### src/rtl/stopwatch_counter_if.sv
// stopwatch_counter_if
//   Bundles the stopwatch control inputs (divider levels, buttons, adjust
//   controls) and the BCD display outputs into one port.
//
//   Modports:
//     master : the side that drives the divider levels and buttons and reads
//              the display (divider/button logic, or a testbench).
//     slave  : the stopwatch counter itself.
//
//   Optional: when LAP_HOLD_EN is defined, the interface also carries lap_btn.
interface stopwatch_counter_if;
  logic       onehz_clk;    // 1 Hz square wave, synchronous to clk
  logic       twohz_clk;    // 2 Hz square wave, synchronous to clk
  logic       blink_clk;    // blink square wave, synchronous to clk
  logic       pause_btn;    // debounced level, rising edge toggles run/pause
  logic       adj;          // 1 = adjust mode
  logic       sel;          // adjust field: 0 = minutes, 1 = seconds
`ifdef LAP_HOLD_EN
  logic       lap_btn;      // debounced level, rising edge toggles display hold
`endif
  logic [3:0] min_tens;
  logic [3:0] min_ones;
  logic [3:0] sec_tens;
  logic [3:0] sec_ones;
  logic [3:0] digit_blank;  // {min_tens, min_ones, sec_tens, sec_ones}, 1 = blank
  logic       running;

`ifdef LAP_HOLD_EN
  modport master (
    output onehz_clk, twohz_clk, blink_clk, pause_btn, adj, sel, lap_btn,
    input  min_tens, min_ones, sec_tens, sec_ones, digit_blank, running
  );

  modport slave (
    input  onehz_clk, twohz_clk, blink_clk, pause_btn, adj, sel, lap_btn,
    output min_tens, min_ones, sec_tens, sec_ones, digit_blank, running
  );
`else
  modport master (
    output onehz_clk, twohz_clk, blink_clk, pause_btn, adj, sel,
    input  min_tens, min_ones, sec_tens, sec_ones, digit_blank, running
  );

  modport slave (
    input  onehz_clk, twohz_clk, blink_clk, pause_btn, adj, sel,
    output min_tens, min_ones, sec_tens, sec_ones, digit_blank, running
  );
`endif
endinterface

### src/rtl/stopwatch_counter.sv
// stopwatch_counter
//   Turns the divider's 1 Hz / 2 Hz / blink levels into single-cycle enables
//   and keeps the stopwatch time as BCD minutes:seconds. Supports run/pause,
//   an adjust mode that advances the selected field on each 2 Hz edge, and
//   blink-blanking of the selected field while adjusting. All logic runs on
//   clk; the divided "clocks" are sampled as data.
//
//   Ports:
//     clk  : master clock
//     rst  : asynchronous, active-high reset
//     sw   : stopwatch_counter_if.slave
//            in : onehz_clk, twohz_clk, blink_clk, pause_btn, adj, sel
//                 (+ lap_btn with LAP_HOLD_EN)
//            out: min_tens, min_ones, sec_tens, sec_ones, digit_blank, running
//
//   Parameters:
//     MAX_MIN  : last minute value before minutes wrap to 0 (1..99)
//     SEC_WRAP : last second value before seconds wrap to 0 (1..59)
//
//   Optional feature macro: LAP_HOLD_EN
//     Adds a lap_btn input; each rising edge toggles a display hold that
//     freezes the digit outputs while counting continues. Hold is cleared by
//     reset and while adjust mode is active.
module stopwatch_counter #(
  parameter int unsigned MAX_MIN  = 99,
  parameter int unsigned SEC_WRAP = 59
) (
  input logic          clk,
  input logic          rst,
  stopwatch_counter_if.slave sw
);

  // Wrap limits as two-digit BCD so they compare directly against the fields.
  localparam logic [7:0] MinLim = {4'(MAX_MIN / 10), 4'(MAX_MIN % 10)};
  localparam logic [7:0] SecLim = {4'(SEC_WRAP / 10), 4'(SEC_WRAP % 10)};

  localparam logic [0:0] StPaused = 1'b0;
  localparam logic [0:0] StRun    = 1'b1;

  // Two-digit BCD increment with wrap to 00 at the limit. For legal BCD the
  // packed compare is a numeric compare, so ">=" also recovers any value
  // above the limit instead of counting on into illegal codes.
  function automatic logic [7:0] bcd_inc(input logic [7:0] val, input logic [7:0] lim);
    logic [7:0] res;
    if (val >= lim) begin
      res = 8'h00;
    end else if (val[3:0] >= 4'd9) begin
      res = {val[7:4] + 4'd1, 4'd0};
    end else begin
      res = {val[7:4], val[3:0] + 4'd1};
    end
    return res;
  endfunction

  // Edge history
  logic prev1_q, prev2_q, prevp_q;
  logic tick1, tick2, pedge;

  // State and time
  logic [0:0] state_q, state_d;
  logic [7:0] min_q, min_d;
  logic [7:0] sec_q, sec_d;
  logic [3:0] blank_q, blank_d;

  // Value driven onto the digit outputs
  logic [15:0] disp;

  assign tick1 = sw.onehz_clk & ~prev1_q;
  assign tick2 = sw.twohz_clk & ~prev2_q;
  assign pedge = sw.pause_btn & ~prevp_q;

  always_comb begin
    state_d = state_q;
    min_d   = min_q;
    sec_d   = sec_q;

    // Buttons are locked out while adjusting so the run state survives it.
    if (pedge && !sw.adj) begin
      state_d = (state_q == StRun) ? StPaused : StRun;
    end

    if (sw.adj) begin
      if (tick2) begin
        if (sw.sel) begin
          sec_d = bcd_inc(sec_q, SecLim);  // no carry into minutes
        end else begin
          min_d = bcd_inc(min_q, MinLim);
        end
      end
    end else if (tick1 && (state_q == StRun)) begin
      // Gated on the pre-edge state: a tick coinciding with pause still
      // counts, one coinciding with resume does not.
      if (sec_q >= SecLim) begin
        sec_d = 8'h00;
        min_d = bcd_inc(min_q, MinLim);
      end else begin
        sec_d = bcd_inc(sec_q, SecLim);
      end
    end
  end

  always_comb begin
    blank_d = 4'b0000;
    if (sw.adj && !sw.blink_clk) begin
      blank_d = sw.sel ? 4'b0011 : 4'b1100;
    end
  end

  always_ff @(posedge clk or posedge rst) begin
    if (rst) begin
      prev1_q <= 1'b0;
      prev2_q <= 1'b0;
      prevp_q <= 1'b0;
      state_q <= StPaused;
      min_q   <= 8'h00;
      sec_q   <= 8'h00;
      blank_q <= 4'b0000;
    end else begin
      prev1_q <= sw.onehz_clk;
      prev2_q <= sw.twohz_clk;
      prevp_q <= sw.pause_btn;
      state_q <= state_d;
      min_q   <= min_d;
      sec_q   <= sec_d;
      blank_q <= blank_d;
    end
  end

`ifdef LAP_HOLD_EN
  logic        prevl_q;
  logic        ledge;
  logic        hold_q, hold_d;
  logic [15:0] hold_val_q, hold_val_d;

  assign ledge = sw.lap_btn & ~prevl_q;

  always_comb begin
    hold_d     = hold_q;
    hold_val_d = hold_val_q;
    if (sw.adj) begin
      hold_d = 1'b0;
    end else if (ledge) begin
      hold_d = ~hold_q;
      // Capture the time shown at the moment the hold is switched on.
      if (!hold_q) begin
        hold_val_d = {min_q, sec_q};
      end
    end
  end

  always_ff @(posedge clk or posedge rst) begin
    if (rst) begin
      prevl_q    <= 1'b0;
      hold_q     <= 1'b0;
      hold_val_q <= 16'h0000;
    end else begin
      prevl_q    <= sw.lap_btn;
      hold_q     <= hold_d;
      hold_val_q <= hold_val_d;
    end
  end

  assign disp = hold_q ? hold_val_q : {min_q, sec_q};
`else
  assign disp = {min_q, sec_q};
`endif

  assign sw.min_tens    = disp[15:12];
  assign sw.min_ones    = disp[11:8];
  assign sw.sec_tens    = disp[7:4];
  assign sw.sec_ones    = disp[3:0];
  assign sw.digit_blank = blank_q;
  assign sw.running     = (state_q == StRun);

endmodule

### src/flat_wrapper.sv
// flat-port wrapper written by rule: the top's interface ports become plain ports
module stopwatch_counter_flat 
#(
  parameter int unsigned MAX_MIN  = 99,
  parameter int unsigned SEC_WRAP = 59
)
  (clk, rst, sw_onehz_clk, sw_twohz_clk, sw_blink_clk, sw_pause_btn, sw_adj, sw_sel, sw_min_tens, sw_min_ones, sw_sec_tens, sw_sec_ones, sw_digit_blank, sw_running);
  stopwatch_counter_if sw_i ();
  input logic clk;
  input logic rst;
  input wire logic [$bits(sw_i.onehz_clk)-1:0] sw_onehz_clk;
  input wire logic [$bits(sw_i.twohz_clk)-1:0] sw_twohz_clk;
  input wire logic [$bits(sw_i.blink_clk)-1:0] sw_blink_clk;
  input wire logic [$bits(sw_i.pause_btn)-1:0] sw_pause_btn;
  input wire logic [$bits(sw_i.adj)-1:0] sw_adj;
  input wire logic [$bits(sw_i.sel)-1:0] sw_sel;
  output wire logic [$bits(sw_i.min_tens)-1:0] sw_min_tens;
  output wire logic [$bits(sw_i.min_ones)-1:0] sw_min_ones;
  output wire logic [$bits(sw_i.sec_tens)-1:0] sw_sec_tens;
  output wire logic [$bits(sw_i.sec_ones)-1:0] sw_sec_ones;
  output wire logic [$bits(sw_i.digit_blank)-1:0] sw_digit_blank;
  output wire logic [$bits(sw_i.running)-1:0] sw_running;
  assign sw_i.onehz_clk = sw_onehz_clk;
  assign sw_i.twohz_clk = sw_twohz_clk;
  assign sw_i.blink_clk = sw_blink_clk;
  assign sw_i.pause_btn = sw_pause_btn;
  assign sw_i.adj = sw_adj;
  assign sw_i.sel = sw_sel;
  assign sw_min_tens = sw_i.min_tens;
  assign sw_min_ones = sw_i.min_ones;
  assign sw_sec_tens = sw_i.sec_tens;
  assign sw_sec_ones = sw_i.sec_ones;
  assign sw_digit_blank = sw_i.digit_blank;
  assign sw_running = sw_i.running;
  stopwatch_counter #(.MAX_MIN(MAX_MIN), .SEC_WRAP(SEC_WRAP)) u_core (.clk(clk), .rst(rst), .sw(sw_i));
endmodule
### config.mk
export PLATFORM = sky130hd
export DESIGN_NAME = stopwatch_counter_flat
export DESIGN_NICKNAME = d
export VERILOG_FILES = /design/src/rtl/stopwatch_counter_if.sv /design/src/rtl/stopwatch_counter.sv /design/src/flat_wrapper.sv
export SDC_FILE = /design/constraint.sdc
export NUM_CORES = 1
export LEC_CHECK = 0
export CAP_MARGIN = 40
export CELL_PAD_IN_SITES_DETAIL_PLACEMENT = 0
export CELL_PAD_IN_SITES_GLOBAL_PLACEMENT = 1
export CORE_MARGIN = 3
export CORE_UTILIZATION = 42
export CTS_BUF_LIST = sky130_fd_sc_hd__clkbuf_8
export CTS_CLUSTER_DIAMETER = 40
export DETAILED_ROUTE_END_ITERATION = 8
export PLACE_DENSITY_LB_ADDON = 0.2
export SLEW_MARGIN = 20
export SYNTH_ARGS = -nofsm -noshare
export SYNTH_HDL_FRONTEND = slang
export SYNTH_SLANG_ARGS = --single-unit
### constraint.sdc
create_clock -name clk -period 3.85 [get_ports clk]
set_clock_uncertainty 0.1 [all_clocks]
set_input_delay 0.5775 -clock clk [delete_from_list [all_inputs] [get_ports clk]]
set_output_delay 0.5775 -clock clk [all_outputs]
set_load 0.02 [all_outputs]
==> out/results.tsv, run 1 <==
stage	metric	value	unit
critical_path	reg2reg_depth	6	
routing	ant_nets	0	
pwr	p_leak	0.709	nW
sta	hold_ws	0.414	ns
routing	vias_per_cell	5.65	
cts	cts_made_buffers	3	
logic_synthesis	synth_enable_flop_cells	0	
critical_path	required	3.90	ns
critical_path	crit_start	u_core.sec_q[0]$_DFFE_PP0P_	
sta	finalHoldViolCount	0	
floorplanning	initial_core_util	44.8	%
routing	wirelength	2.66	mm
critical_path	worstReg2RegStart	u_core.sec_q[0]$_DFFE_PP0P_	
logic_synthesis	seq_area_frac_synth	43.4	%
logic_synthesis	ys_types	42	
placement	dpl.hpwl	1.97	mm
placement	gp_congestion	0.804	
min_path	hold_class	flip-flop to flip-flop	
job	cap_viol_max_count	0	
finish	final_area	0.00162	mm^2
critical_path	end_kind	flip-flop	
finish	nets	171	
floorplanning	die_h	61.0	um
cts	cts.path.max_buffers	2	
pwr	ir_drop	0.000384	V
critical_path	worstSetupStartpointType	flip-flop	
sta	period_minus_slack	2.29	ns
finish	layout_common_cells	clkdlybuf4s50_1, dfrtp_1, inv_1	
global_routing	grt_pass1_vias	1019	
cts	cts_hold_buf	0	
sta	rsz0062_at_grt	no	
pwr	powerDensity	635	mW/mm^2
min_path	hold_depth	1	
floorplanning	rows	19	
logic_synthesis	ys_ff_latch	22	
sta	slew_violations	0	
floorplanning	core	0.00283	mm^2
logic_synthesis	synth_warnings	0	
critical_path	arrival	2.34	ns
min_path	worstHoldStart	u_core.sw.running$_DFFE_PP0P_	
sta	period_share	59.4	%
routing	drtIter0Drc	21	
routing	dr.pass1.iters	4	
finish	post-route-util	57.2	%
placement	place_area	0.00157	mm^2
cts	htreeDepth	1	
floorplanning	ios	29	
routing	wl_per_cell	14.6	um
sta	setup_viol	0	
routing	vias	1028	
finish	final_common_cell	clkdlybuf4s50_1	
logic_synthesis	synth_ff_type	dfrtp_1	
cts	clk_pin_slew	0.08	ns
floorplanning	fp.dieW	61.0	um
logic_synthesis	syn-cell-area	0.00127	mm^2
cts	cts_resized	0	
placement	numPortBuffers	28	
logic_synthesis	synth-async-reset-ratio	100	%
sta	max_freq	0.437	GHz
global_routing	antenna_found_initial	0	
logic_synthesis	syn_area_per_cell	10.4	um^2
sta	fin_tns_setup	0	ns
logic_synthesis	synth_cells	122	
finish	drive_above_1_share	8.61	%
cts	clock-sinks	22	
global_routing	grt-ovfl-total	0	
global_routing	grt_max_degree	15	
sta	slew_headroom	59.9	%
cts	clk_latency	0.26	ns
cts	cts_root_buf	clkbuf_8	
routing	drc_errors	0	
logic_synthesis	syn-num-nets	140	
critical_path	critical_path_class	flip-flop to flip-flop	
global_routing	grt_pass1_wl	4.61	mm
critical_path	cp_max_fo	13	
sta	worst_pin_slew	0.602	ns
finish	antennaDiodeCount	0	
cts	cts_tree	built	
cts	postCtsSetupRepairBufs	0	
global_routing	track_usage	16.4	%
floorplanning	die_area	0.00372	mm^2
finish	area_growth	27.5	%
status	outcome	finished, final reports clean	
[path summary, 6_finish.rpt]
kind                                                      end  slack [ns]
min in group asynchronous         u_core.sec_q[7]$_DFFE_PP0P_        0.48
worst max-delay path              u_core.min_q[0]$_DFFE_PP0P_        1.56
worst max register to register    u_core.min_q[0]$_DFFE_PP0P_        1.56
worst min-delay path            u_core.sw.running$_DFFE_PP0P_        0.41
worst min register to register  u_core.sw.running$_DFFE_PP0P_        0.41
max in group asynchronous            u_core.prev1_q$_DFF_PP0_        2.75
[metal layers]
| metal | global-route usage (%) | vias to the layer above | share of wire [%] |
|---|---|---|---|
| met5 | 0 | - | 0 |
| met4 | 2.79 | 0 | 0.38 |
| met3 | 4.26 | 2 | 3.9 |
| met2 | 27.8 | 23 | 47 |
| met1 | 21.3 | 497 | 49 |
| li1 | - | 506 | - |
[registers in the layout, summed over array words and instances, names as in the netlist]
| register | flops |
|---|---|
| u_core.prev1_q | 1 |
| u_core.sw.digit_blank | 2 |
| u_core.prevp_q | 1 |
| u_core.prev2_q | 1 |
| u_core.sec_q | 8 |
| u_core.sw.running | 1 |
| u_core.min_q | 8 |
[layout make-up]
cell class	instances	area, um^2
fill	258	1210
multi-input combinational	85	643
sequential	22	551
timing repair buffer	30	303
clock buffer	3	41.3
inverter	11	41.3
tap	31	38.8
[worst max-delay path: stages (launching register included)]
cell and delay [ns]:
dfrtp_1 0.45, inv_1 0.09, ha_1 0.14, or3b_4 0.42, a311oi_4 0.58, nor3b_2 0.12
mux2_4 0.27
[cells by family (layout without fill, tap and decap cells)]
group / Yosys count / after routing / synth area share, %
and+or+nand+nor: 38 / 38 / 18.2
xor gates and xnor gates: 1 / 1 / 0.690
adders and majority gates: 10 / 10 / 9.86
muxes: 2 / 2 / 1.97
DFF: 22 / 22 / 43.4
buffers and inverters: 15 / 44 / 5.92
AOI/OAI and AO/OA: 34 / 34 / 19.9
[synth_stat cells (2+ instances only)]
| cell | instances | area share, % |
|---|---|---|
| dfrtp_1 | 22 | 43 |
| inv_1 | 11 | 3.3 |
| ha_1 | 10 | 9.9 |
| nor2_1 | 8 | 2.4 |
| o21ai_0 | 7 | 2.8 |
| nand2_1 | 6 | 1.8 |
| a21oi_1 | 4 | 1.6 |
| nand3_1 | 4 | 1.6 |
| buf_4 | 3 | 1.8 |
| nor3_1 | 3 | 1.2 |
| o31ai_1 | 3 | 1.8 |
| a21o_2 | 2 | 1.4 |
| a31oi_1 | 2 | 0.99 |
| and2_1 | 2 | 0.99 |
| nand4_1 | 2 | 0.99 |
| nor3b_1 | 2 | 1.2 |
| o21a_1 | 2 | 1.2 |
| o22a_1 | 2 | 1.4 |
| o22ai_1 | 2 | 0.99 |
| o32ai_1 | 2 | 1.4 |
| or4_1 | 2 | 1.2 |
[report_power, final]
part / internal [mW] / switching [mW]
Sequential: 0.298 / 0.0994
Clock: 0.0698 / 0.0717
Combinational: 0.236 / 0.253
[stage by stage]
step,instances,worst slack [ns],power [mW]
2_1_floorplan,122,1.72,0.684
3_3_place_gp,177,1.14,0.878
3_5_place_dp,178,1.09,0.893
4_1_cts,181,1.38,1.04
5_1_grt,182,1.42,1.11
6_report,182,1.56,1.03
Power figures use the tool's default switching activity.
==> run 2: changes to the inputs <==
CORE_UTILIZATION = 39   (was 42)
clock period = 2.3 ns   (was 3.85 ns; I/O delays follow)
==> out/results.tsv, run 2 (synthesis gave the netlist of run 1 again) <==
stage	metric	value	unit
routing	vias_per_cell	5.15	
critical_path	arrival	2.21	ns
placement	numPlacedInstances	195	
pwr	powerDensity	1040	mW/mm^2
routing	wl_per_cell	13.3	um
cts	htreeDepth	1	
sta	setup_viol	0	
finish	instances_no_fill	198	
floorplanning	ios	29	
status	outcome	finished, final reports clean	
placement	gp_congestion	0.825	
global_routing	track_usage	14.1	%
routing	drtIter0Drc	119	
floorplanning	die_area	0.00397	mm^2
routing	vias	1019	
cts	cts_made_buffers	3	
cts	clk_pin_slew	0.08	ns
critical_path	critical_path_class	flip-flop to flip-flop	
critical_path	cp_slowest_cell	dfrtp_1	
finish	drive_above_1_share	10.4	%
cts	cts_tree	built	
routing	drc_errors	0	
finish	regArea	551	um^2
routing	wirelength	2.64	mm
global_routing	grt_pass1_vias	1009	
finish	nets	174	
global_routing	grt_max_degree	23	
global_routing	grt-ovfl-total	0	
cts	cts_resized	0	
finish	layout_common_cells	clkdlybuf4s50_1, dfrtp_1, inv_1	
floorplanning	core	0.00308	mm^2
critical_path	worstPathCellList	ha_1, or3b_4, a311oi_4, buf_4, o32ai_1, a22oi_1	
floorplanning	rows	20	
cts	clock-sinks	22	
placement	numPortBuffers	28	
finish	area_growth	30.0	%
critical_path	end_kind	flip-flop	
sta	fin_tns_setup	0	ns
sta	rsz0062_at_grt	no	
critical_path	cp_max_fo	11	
sta	period_share	92.7	%
min_path	hold_class	primary input to asynchronous set/reset pin	
sta	slew_violations	0	
critical_path	critPathMaxStageDelay	0.46	ns
critical_path	worstSetupStartpointType	flip-flop	
sta	finalHoldViolCount	0	
job	cap_viol_max_count	0	
routing	dr.pass1.iters	4	
critical_path	required	2.37	ns
placement	dpl.hpwl	1.94	mm
cts	cts_hold_buf	0	
pwr	p_leak	0.721	nW
cts	cts.path.max_buffers	2	
floorplanning	die_h	63.0	um
sta	slew_headroom	71.0	%
global_routing	grt_pass1_wl	4.51	mm
cts	postCtsSetupRepairBufs	0	
cts	cts_root_buf	clkbuf_8	
floorplanning	fp.dieW	63.0	um
finish	num-fill-cells	284	
routing	ant_nets	0	
finish	antennaDiodeCount	0	
floorplanning	initial_core_util	41.2	%
finish	multi_input_area	643	um^2
sta	worst_pin_slew	0.436	ns
finish	final_common_cell	clkdlybuf4s50_1	
pwr	ir_drop	0.000615	V
global_routing	antenna_found_initial	0	
sta	period_minus_slack	2.13	ns
cts	clk_latency	0.26	ns
sta	max_freq	0.469	GHz
## run 2: changes by cell type in the layout (fill, tap and decap cells not counted)
cell	delta
buf_4	+4
buf_8	-1
## run 2: final timing paths
check	startpoint	end	slack, ns	cells after the start
worst max-delay path	u_core.sec_q[0]$_DFFE_PP0P_	u_core.min_q[4]$_DFFE_PP0P_	0.17	6
worst max register to register	u_core.sec_q[0]$_DFFE_PP0P_	u_core.min_q[4]$_DFFE_PP0P_	0.17	6
worst min register to register	u_core.sw.running$_DFFE_PP0P_	u_core.sw.running$_DFFE_PP0P_	0.39	1
worst min-delay path	rst	u_core.min_q[6]$_DFFE_PP0P_	0.32	3
min in group clk	u_core.sw.running$_DFFE_PP0P_	u_core.sw.running$_DFFE_PP0P_	0.39	1
max in group asynchronous	rst	u_core.prevp_q$_DFF_PP0_	1.55	3
## run 2: cell type report
cell class | count | area share (%)
Tap cell | 44 | 3.34
Sequential cell | 22 | 33.4
Clock buffer | 3 | 2.50
Timing Repair Buffer | 33 | 19.3
Inverter | 11 | 2.50
Multi-Input combinational cell | 85 | 39.0
## run 2: metal layers
layer / wire (um) / global-route usage, % / part of all wire (%) / vias up
li1: - / - / - / 511
met1: 1270 / 17.7 / 48 / 485
met4: 35 / 7.44 / 1.3 / 0
met2: 1250 / 23.1 / 47 / 19
met5: 0 / 0 / 0 / -
met3: 78 / 2.34 / 3.0 / 4
## run 2: stage by stage
step	total power, mW	utilization [%]	hold WS (ns)	setup WS, ns	instance area [um^2]
floorplan	1.15	-	0.234	0.172	1270
global placement	1.48	52.2	0.394	0.152	1610
detailed placement	1.50	52.2	0.388	0.101	1610
CTS	1.74	53.6	0.325	0.148	1650
global route	1.85	53.6	0.342	0.0183	1650
finish	1.72	53.6	0.317	0.168	1650
## run 2: where the power goes
group / switching [mW] / internal (mW)
Combinational: 0.424 / 0.400
Sequential: 0.166 / 0.499
Clock: 0.117 / 0.117
Total: 0.707 / 1.02
## run 2: critical path, delay by kind of cell, from the launching register on
family                   cells  cell delay, ns
adder cells (fa/ha/maj)      1            0.24
buffers and inverters        1            0.22
flip-flops                   1            0.46
AND/OR/NAND/NOR              1            0.42
AO/OA/AOI/OAI                3            0.61
==> run 3: changes to the inputs <==
ABC_AREA = 0   (was not set)
PLACE_DENSITY_LB_ADDON = 0.1   (was 0.2)
==> out/results.tsv, run 3 (synthesis gave the netlist of run 1 again) <==
stage	metric	value	unit
critical_path	critical_path_class	flip-flop to flip-flop	
global_routing	busiest_layer	met2	
floorplanning	fp.dieW	63.0	um
routing	wirelength	2.65	mm
routing	ant_nets	0	
placement	gp_congestion	0.775	
finish	nets	174	
floorplanning	ios	29	
global_routing	use_met3	3.24	%
finish	antennaDiodeCount	0	
critical_path	end_kind	flip-flop	
critical_path	worstSetupStartpointType	flip-flop	
cts	cts_resized	0	
critical_path	crit_start	u_core.sec_q[0]$_DFFE_PP0P_	
placement	dpl.hpwl	2.01	mm
global_routing	track_usage	14.1	%
sta	hold_ws	0.326	ns
critical_path	cp_max_fo	13	
routing	vias_per_cell	5.26	
sta	max_freq	0.470	GHz
pwr	ir_drop	0.000558	V
routing	dr.pass1.iters	4	
cts	htreeDepth	1	
critical_path	worstReg2RegStart	u_core.sec_q[0]$_DFFE_PP0P_	
routing	vias	1047	
global_routing	antenna_found_initial	0	
sta	period_minus_slack	2.13	ns
global_routing	grt_max_degree	23	
cts	postCtsSetupRepairBufs	0	
cts	clk_pin_slew	0.08	ns
cts	clock-sinks	22	
sta	fin_tns_setup	0	ns
job	cap_viol_max_count	0	
cts	cts_root_buf	clkbuf_8	
sta	slew_violations	0	
min_path	hold_class	primary input to asynchronous set/reset pin	
sta	period_share	92.6	%
cts	cts.path.max_buffers	2	
pwr	powerDensity	1060	mW/mm^2
finish	num-fill-cells	304	
critical_path	arrival	2.20	ns
finish	drive_above_1_share	11.0	%
sta	rsz0062_at_grt	no	
routing	drc_errors	0	
cts	cts_made_buffers	3	
finish	layout_common_cells	clkdlybuf4s50_1, dfrtp_1, inv_1	
routing	wl_per_cell	13.3	um
finish	final_common_cell	clkdlybuf4s50_1	
floorplanning	die_h	63.0	um
cts	cts_hold_buf	0	
pwr	p_leak	0.728	nW
sta	setup_viol	0	
global_routing	use_met1	18.8	%
cts	clk_latency	0.25	ns
floorplanning	die_area	0.00397	mm^2
global_routing	grt_pass1_wl	4.60	mm
sta	worst_pin_slew	0.415	ns
placement	numPortBuffers	28	
sta	slew_headroom	72.3	%
finish	area_growth	31.1	%
cts	cts_tree	built	
global_routing	grt_pass1_vias	974	
routing	drtIter0Drc	34	
floorplanning	rows	20	
floorplanning	initial_core_util	41.2	%
critical_path	required	2.37	ns
floorplanning	core	0.00308	mm^2
global_routing	grt-ovfl-total	0	
global_routing	use_met2	23.1	%
status	outcome	finished, final reports clean	
sta	finalHoldViolCount	0	
## run 3: metrics by stage
step / std cells / setup WS, ns / total power, mW / util, % / area, um^2
after floorplan: 122 / 0.172 / 1.15 / - / 1270
after global placement: 195 / 0.131 / 1.48 / 52.2 / 1610
after detailed placement: 195 / 0.0749 / 1.50 / 52.2 / 1610
after CTS: 199 / 0.161 / 1.78 / 54.0 / 1660
after global routing: 199 / 0.0291 / 1.89 / 54.0 / 1660
final: 199 / 0.171 / 1.76 / 54.0 / 1660
## run 3: report_power, final
group | internal (mW) | switching [mW]
clock | 0.152 | 0.120
combinational | 0.400 | 0.421
sequential | 0.499 | 0.163
total | 1.05 | 0.704
## run 3: per-layer routing
metal / up-vias / part of all wire (%)
met1: 507 / 47
li1: 510 / -
met3: 2 / 5.0
met4: 0 / 0.41
met2: 28 / 47
met5: - / 0
## run 3: worst max-delay path, cell delays in order, from the launching register on
cell,delay [ns]
dfrtp_1,0.46
inv_1,0.07
ha_1,0.19
or3b_4,0.27
a311oi_4,0.09
buf_4,0.19
or4_1,0.50
a22oi_1,0.18
## run 3: path summary, 6_finish.rpt
path,slack (ns),depth (start not counted),end
worst min register to register,0.40,1,u_core.sw.running$_DFFE_PP0P_
worst min-delay path,0.33,3,u_core.min_q[6]$_DFFE_PP0P_
min in group clk,0.40,1,u_core.sw.running$_DFFE_PP0P_
max in group asynchronous,1.55,3,u_core.min_q[1]$_DFFE_PP0P_
worst max-delay path,0.17,7,u_core.min_q[4]$_DFFE_PP0P_
worst max register to register,0.17,7,u_core.min_q[4]$_DFFE_PP0P_
## run 3: cell type report
| class | instances | area (um^2) | share of cell area, % |
|---|---|---|---|
| Tap cell | 44 | 55.1 | 3.31 |
| Sequential cell | 22 | 551 | 33.1 |
| Clock buffer | 4 | 55.1 | 3.31 |
| Timing Repair Buffer | 33 | 318 | 19.1 |
| Inverter | 11 | 41.3 | 2.48 |
| Multi-Input combinational cell | 85 | 643 | 38.7 |
